[src/rtl/button_mode_ctrl.sv]
// Two-button up/down mode selector: per-button 2-flop sync, debounce FSM, optional hold-to-repeat.
// step_* rise DEBOUNCE_CYCLES+2 edges after a steady press; mode/mode_changed one edge later; no backpressure.
module button_mode_ctrl #(
  parameter int NUM_MODES       = 3,
  parameter int INIT_MODE       = 0,
  parameter int DEBOUNCE_CYCLES = 200000,
  parameter int REPEAT_DELAY    = 0,
  parameter int REPEAT_PERIOD   = 50000000,
  parameter int WRAP            = 1,
  parameter int MODE_W          = (NUM_MODES > 2) ? $clog2(NUM_MODES) : 1
) (
  input  logic              clk,
  input  logic              rst_n,
  input  logic              btn_next,
  input  logic              btn_prev,
  output logic [MODE_W-1:0] mode,
  output logic              mode_changed,
  output logic              step_next,
  output logic              step_prev
);

  localparam int MAX_A   = (DEBOUNCE_CYCLES > REPEAT_DELAY) ? DEBOUNCE_CYCLES : REPEAT_DELAY;
  localparam int MAX_CNT = (MAX_A > REPEAT_PERIOD) ? MAX_A : REPEAT_PERIOD;
  localparam int CNT_W   = $clog2(MAX_CNT + 1);

  localparam logic [CNT_W-1:0]  DEB_END   = CNT_W'(DEBOUNCE_CYCLES);
  localparam logic [CNT_W-1:0]  DLY_END   = CNT_W'(REPEAT_DELAY);
  localparam logic [CNT_W-1:0]  PER_END   = CNT_W'(REPEAT_PERIOD);
  localparam logic [MODE_W-1:0] LAST_MODE = MODE_W'(NUM_MODES - 1);
  localparam logic [MODE_W-1:0] RST_MODE  = MODE_W'(INIT_MODE);

  typedef enum logic [1:0] {IDLE, WAIT_STABLE, HELD, REPEAT} state_t;

  logic [1:0] btn_raw;
  logic [1:0] step_vec;

  assign btn_raw   = {btn_prev, btn_next};
  assign step_next = step_vec[0];
  assign step_prev = step_vec[1];

  for (genvar b = 0; b < 2; b++) begin : g_btn
    state_t           state, state_nxt;
    logic [CNT_W-1:0] cnt, cnt_nxt;
    logic             meta, s, step_r, step_nxt;

    always_ff @(posedge clk) begin
      if (!rst_n) begin
        meta   <= 1'b0;
        s      <= 1'b0;
        state  <= IDLE;
        cnt    <= '0;
        step_r <= 1'b0;
      end else begin
        meta   <= btn_raw[b];
        s      <= meta;
        state  <= state_nxt;
        cnt    <= cnt_nxt;
        step_r <= step_nxt;
      end
    end

    // One counter serves debounce, repeat delay and repeat period; each terminal compare clears it.
    always_comb begin
      state_nxt = state;
      cnt_nxt   = cnt;
      step_nxt  = 1'b0;
      case (state)
        IDLE: begin
          cnt_nxt = '0;
          if (s) begin
            state_nxt = WAIT_STABLE;
            cnt_nxt   = CNT_W'(1);
          end
        end
        WAIT_STABLE: begin
          if (!s) begin
            state_nxt = IDLE;
            cnt_nxt   = '0;
          end else if (cnt == DEB_END) begin
            step_nxt  = 1'b1;
            state_nxt = HELD;
            cnt_nxt   = '0;
          end else begin
            cnt_nxt = cnt + CNT_W'(1);
          end
        end
        HELD: begin
          if (!s) begin
            state_nxt = IDLE;
            cnt_nxt   = '0;
          end else if (REPEAT_DELAY != 0) begin
            if (cnt == DLY_END) begin
              step_nxt  = 1'b1;
              state_nxt = REPEAT;
              cnt_nxt   = '0;
            end else begin
              cnt_nxt = cnt + CNT_W'(1);
            end
          end
        end
        REPEAT: begin
          if (!s) begin
            state_nxt = IDLE;
            cnt_nxt   = '0;
          end else if (cnt == PER_END) begin
            step_nxt = 1'b1;
            cnt_nxt  = '0;
          end else begin
            cnt_nxt = cnt + CNT_W'(1);
          end
        end
        default: begin
          state_nxt = IDLE;
          cnt_nxt   = '0;
        end
      endcase
    end

    assign step_vec[b] = step_r;
  end

  logic [MODE_W-1:0] mode_nxt;

  // Opposing steps in the same cycle cancel.
  always_comb begin
    mode_nxt = mode;
    if (step_next && !step_prev) begin
      if (mode == LAST_MODE) mode_nxt = (WRAP != 0) ? '0 : mode;
      else                   mode_nxt = mode + MODE_W'(1);
    end else if (step_prev && !step_next) begin
      if (mode == '0) mode_nxt = (WRAP != 0) ? LAST_MODE : mode;
      else            mode_nxt = mode - MODE_W'(1);
    end
  end

  always_ff @(posedge clk) begin
    if (!rst_n) begin
      mode         <= RST_MODE;
      mode_changed <= 1'b0;
    end else begin
      mode         <= mode_nxt;
      mode_changed <= (mode_nxt != mode);
    end
  end

endmodule

[config.mk]
export PLATFORM = sky130hd
export DESIGN_NAME = button_mode_ctrl
export DESIGN_NICKNAME = d
export VERILOG_FILES = /design/src/rtl/button_mode_ctrl.sv
export SDC_FILE = /design/constraint.sdc
export NUM_CORES = 1
export LEC_CHECK = 0
export ABC_AREA = 0
export CAP_MARGIN = 15
export CELL_PAD_IN_SITES_DETAIL_PLACEMENT = 2
export CELL_PAD_IN_SITES_GLOBAL_PLACEMENT = 2
export CORE_MARGIN = 10
export CORE_UTILIZATION = 40
export CTS_CLUSTER_DIAMETER = 200
export DETAILED_ROUTE_END_ITERATION = 10
export PLACE_DENSITY = 0.87
export SYNTH_ARGS = -nofsm -noshare
export SYNTH_HDL_FRONTEND = slang
export SYNTH_SLANG_ARGS = --single-unit
[constraint.sdc]
create_clock -name clk -period 3.3 [get_ports clk]
set_input_delay 0.825 -clock clk [delete_from_list [all_inputs] [get_ports clk]]
set_output_delay 0.825 -clock clk [all_outputs]
set_load 0.01 [all_outputs]
-- Word level (Yosys, flattened, before mapping)
Cells that the tools add are included.
- bits in registers: 65
- output and inout port bits: 5
- word-level logic and storage cells: 85
- add/sub/neg operators: 4
- muxes and demuxes: 38
- equal/unequal tests: 20
- reductions and logical operators: 11
- operator list (kind ; number):
    two-way mux 26 bit ; 10
    case mux 26 bit (4 select lines) ; 2
    adder 26 x 1 -> 26 bit, second input constant ; 2
    equality test 26 x 18 -> 1 bit, second input constant ; 2
    equality test 26 bit, second input constant ; 2
    two-way mux 2 bit ; 12
    inequality test 2 bit, second input constant ; 6
    case mux 2 bit (3 select lines) ; 2
    equality test 2 bit, second input constant ; 5
    two-way mux 1 bit ; 10
    logical NOT 2 bit ; 3
    inequality test 3 bit, second input constant ; 2
    AND reduction 3 bit ; 2
    equality test 2 x 1 -> 1 bit, second input constant ; 2
    case mux 1 bit (2 select lines) ; 2
    OR reduction 2 bit ; 2
    adder 2 x 1 -> 2 bit, second input constant ; 1
    logical AND 1 bit ; 2
    logical NOT 1 bit ; 2
    inequality test 2 bit ; 1
    subtractor 2 x 1 -> 2 bit, second input constant ; 1

-- Depth between registers and ports, before layout
- word-level depth: 5
- mapped depth: 10
- depth with buffers taken out: 8

-- Worst setup path before layout
OpenSTA, ideal clock, no wires.
- path kind: register to register
- start: register g_btn[1].cnt[0]
- end: register g_btn[1].cnt[1]
- library setup time: 117 ps
- arrival time: 2087 ps
- path slack: 1096 ps
- path buffers: 2
- cell stages (with the launch flop): 10
- cell sequence: dfxtp_1 -> inv_1 -> ha_1 -> nor4b_1 -> nand4_1 -> nor4_2 -> nor3_1 -> clkbuf_1 -> clkbuf_1 -> a22o_1
- cells in the longest elaborated chain, start to end: 4
- ends and longest elaborated chain (item ; RTL line ; text):
    from (decl) ; 43 ; logic [CNT_W-1:0] cnt, cnt_nxt;
    from (signal assigned) ; 57 ; cnt <= cnt_nxt;
    adder 26 x 1 -> 26 bit (tied with other cells) ; 84, 109 ;
    two-way mux 26 bit (on tied branches) ; 105, 79 ;
    two-way mux 26 bit (on tied branches) ; 102, 76 ;
    case mux 26 bit (4 select lines) * ; 67 ; case (state)
Every way passes the cells marked *; elsewhere a longest branch is shown, timed or not.
A chain may end at the register's enable or synchronous reset.

-- Final worst setup path
- start: register g_btn[1].cnt[0]
- end: register g_btn[1].cnt[21]
The elaborated chain is that of the path after synthesis.

==> out/results.tsv <==
stage	metric	value	unit
critical_path	critPathSlowestCell	nor4_2	
min_path	min-delay-path-class	flip-flop to flip-flop	
final_layout	diodes	0	
sta	finalSetupViolCount	0	
critical_path	cp_cell_sequence	inv_1 -> ha_1 -> nor4b_1 -> nand4_1 -> nor4_2 -> nor3_2 -> buf_4 -> and3_1 -> a221o_1	
placed_design	place_inst	506	
critical_path	worstReg2RegStart	g_btn[1].cnt[0]	
logic_synthesis	synthMuxAreaShare	0.01205	
global_route	grt_pass1_vias	3446	
sta	finalClockSkew	0.01455	ns
logic_synthesis	synth_top_area_cell	dfxtp_1	
critical_path	ff2ff_setup_slack	0.62	ns
outcome	status	completed	
logic_synthesis	ys_ff_latch	65	
placed_design	gp_congestion	0.7939	
logic_synthesis	yosysSeqAreaShare	0.3916	
logic_synthesis	synthTopCellsByArea	dfxtp_1 39%, xor2_1 5.3%, nand2_1 5.2%, nor2_1 4.7%, nand3_1 4.2%	
placed_design	port_buffers	8	
logic_synthesis	postSynthCellCount	405	
pwr	pwr-share-clk	0.512	
logic_synthesis	synth-edff-count	0	
cts	path_clk_slew	0.08	ns
drt	drt-total-wl	11280	um
global_route	grt-ovfl-total	0	
drt	drc	0	
critical_path	crit_arrival	2.91	ns
placed_design	hpwl	7240	um
floorplan	dieHeight	111.2	um
cts	cts.sinks	65	
floorplan	rows	33	
logic_synthesis	yosys_warnings	0	
drt	num_vias	3090	
cts	postCtsHoldBufs	0	
critical_path	cp_num_buf_inv	2	
cts	cts_tree	done	
critical_path	crit_start	g_btn[1].cnt[0]	
logic_synthesis	synth_top_area_frac	0.3916	
pwr	pwr-share-comb	0.010	
floorplan	ios	9	
logic_synthesis	synth_common_cells	65 x dfxtp_1, 46 x nand2_1, 42 x nor2_1	
pwr	internal-power	0.001299	W
pwr	power_switching	0.0003542	W
logic_synthesis	async_flop_share	0	
logic_synthesis	post-synth-top-count-cell	dfxtp_1	
logic_synthesis	synth_compound_area_frac	0.1054	
cts	cts_buffer_depth	2	
critical_path	r2r-end	g_btn[1].cnt[21]	
global_route	grt_use_total	0.1853	
pwr	irDropWorstVdd	0.0002142	V
logic_synthesis	synth_top_family_by_area	simple AND/OR/NAND/NOR gates	
cts	cts_made_buffers	9	
drt	routedWlPerCell	21.61	um
pwr	p_leak	1.237	nW
floorplan	die-area	12350	um2
cts	htree_levels	3	
drt	via_per_inst	5.920	
job	cap_violations	0	
global_route	antenna_found_initial	0	
logic_synthesis	synth_simple_gate_area_frac	0.3554	
final_layout	area_growth	12.88	%
floorplan	die_w	111.2	um
sta	period_share	0.8122	
drt	drtPass1Iterations	5	
critical_path	critPathTopFamily	simple AND/OR/NAND/NOR gates	
sta	period_needed	2.680	ns
global_route	grt_max_degree	31	
logic_synthesis	synth-xor-area-share	0.07643	
logic_synthesis	syn-num-nets	416	
logic_synthesis	synth_fa_ha_area_frac	0.02636	
cts	cts_resized	0	
sta	tightestPinTransition	0.7484	ns
pwr	switching_share	0.2142	
critical_path	worstPathRequired	3.53	ns
floorplan	coreArea	8134	um2
critical_path	crit_cells	9	
global_route	grt_pass1_wl	18970	um
critical_path	endpoint	g_btn[1].cnt[21]	
drt	ant_nets	0	
floorplan	start_util	0.4086	
logic_synthesis	synth_area_per_cell	8.205	um2
critical_path	startpoint_type	flip-flop	
critical_path	cpPeakStageDelay	0.47	ns
final_layout	fin_cells	522	
logic_synthesis	synth_area	3323	um2
sta	fmax	373.1	MHz
sta	drv_slew	0	
logic_synthesis	ys.flop_type	dfxtp_1	
logic_synthesis	synth.distinct_cells	50	
cts	cts_root_buf	clkbuf_8	
sta	slew_headroom	0.4973	
critical_path	worst-setup-path-type	flip-flop to flip-flop	
final_layout	finish.utilization	0.4612	
sta	rsz0062_at_grt	no	
sta	finalHoldViolCount	0	
critical_path	reg2regPathDepth	9	
critical_path	crit_path_end_kind	flip-flop	
final_layout	final_layout_size_suffix_gt1_frac	0.07194	
cts	post-cts-setup-buffers	0	
sta	setup_tns	0	ns
cts	clkLatencyLatePin	0.35	ns
pwr	pwr-share-seq	0.479	
pwr	power_density	440.9	nW/um2
critical_path	cp_max_fo	30	
final_layout	layout.nets	423	
drt	drt_iter0_drc	159	
sta	timing.hold.ws	0.4983	ns
==> registers in the layout, summed over array words and instances (netlist names) <==
| signal | count |
|---|---|
| mode_changed | 1 |
| g_btn.meta | 2 |
| mode | 2 |
| step_prev | 1 |
| g_btn.cnt | 52 |
| g_btn.s | 2 |
| g_btn.state | 4 |
| step_next | 1 |
==> through the flow <==
| stage | cell area, um2 | total power [W] | setup WS [ns] |
|---|---|---|---|
| finish | 3751 | 0.001654 | 0.6199 |
| global route | 3751 | 0.001709 | 0.3654 |
| CTS | 3751 | 0.001671 | 0.6050 |
| detailed placement | 3510 | 0.0008245 | 0.5895 |
| global placement | 3510 | 0.0008226 | 0.7098 |
| floorplan | 3323 | 0.0008164 | 1.096 |
==> layout by cell type (no fill, tap or decap), types with 9 or more instances in the layout <==
master	instances
a21oi_1	19
and3_1	9
clkbuf_8	9
dfxtp_1	65
inv_1	13
nand2_1	46
nand3_1	28
nand4_1	18
nor2_1	42
nor3_1	10
nor4_1	9
o21ai_0	10
xnor2_1	9
xor2_1	20
==> worst reg2reg max path, stage by stage, from the launching register on <==
cell and delay (ns):
dfxtp_1 0.38, inv_1 0.13, ha_1 0.16, nor4b_1 0.38, nand4_1 0.22, nor4_2 0.47
nor3_2 0.09, buf_4 0.25, and3_1 0.22, a221o_1 0.26
==> worst min path at each step <==
stage,from,endpoint,slack (ns),cells after the start
5_1_grt,g_btn[1].meta,g_btn[1].s,0.51,1
3_3_place_gp,g_btn[0].meta,g_btn[0].s,0.42,1
6_report,g_btn[1].meta,g_btn[1].s,0.50,1
4_1_cts,g_btn[1].meta,g_btn[1].s,0.50,1
2_1_floorplan,g_btn[0].meta,g_btn[0].s,0.41,1
3_5_place_dp,g_btn[1].meta,g_btn[1].s,0.45,1
==> kinds of logic after synthesis <==
kind of cell	count (synthesis)
simple gates	218
compound gates	53
mux	4
buf+inv	29
xor+xnor	29
flops	65
fa+ha+maj	7
==> power by group through the flow <==
stage	Sequential (W)	Combinational, W	Clock (W)
floorplan	0.000807	0.00000897	0
CTS	0.000791	0.0000162	0.000864
global placement	0.000809	0.0000138	0
global route	0.000792	0.0000176	0.000900
finish	0.000791	0.0000158	0.000847
detailed placement	0.000809	0.0000150	0
==> cell type report <==
type,count,area [um2]
Tap cell,105,131.4
Multi-Input combinational cell,311,1918
Clock buffer,10,127.6
Fill cell,907,4383
Clock inverter,6,113.9
Timing Repair Buffer,12,110.1
Sequential cell,65,1301
Inverter,13,48.80
==> metal layers <==
metal,wire length (um),track usage
met2,6113,0.3463
met1,4865,0.2107
met3,174,0.03463
met4,124,0.04284
met5,0,0
Power figures use the tool's default switching activity.
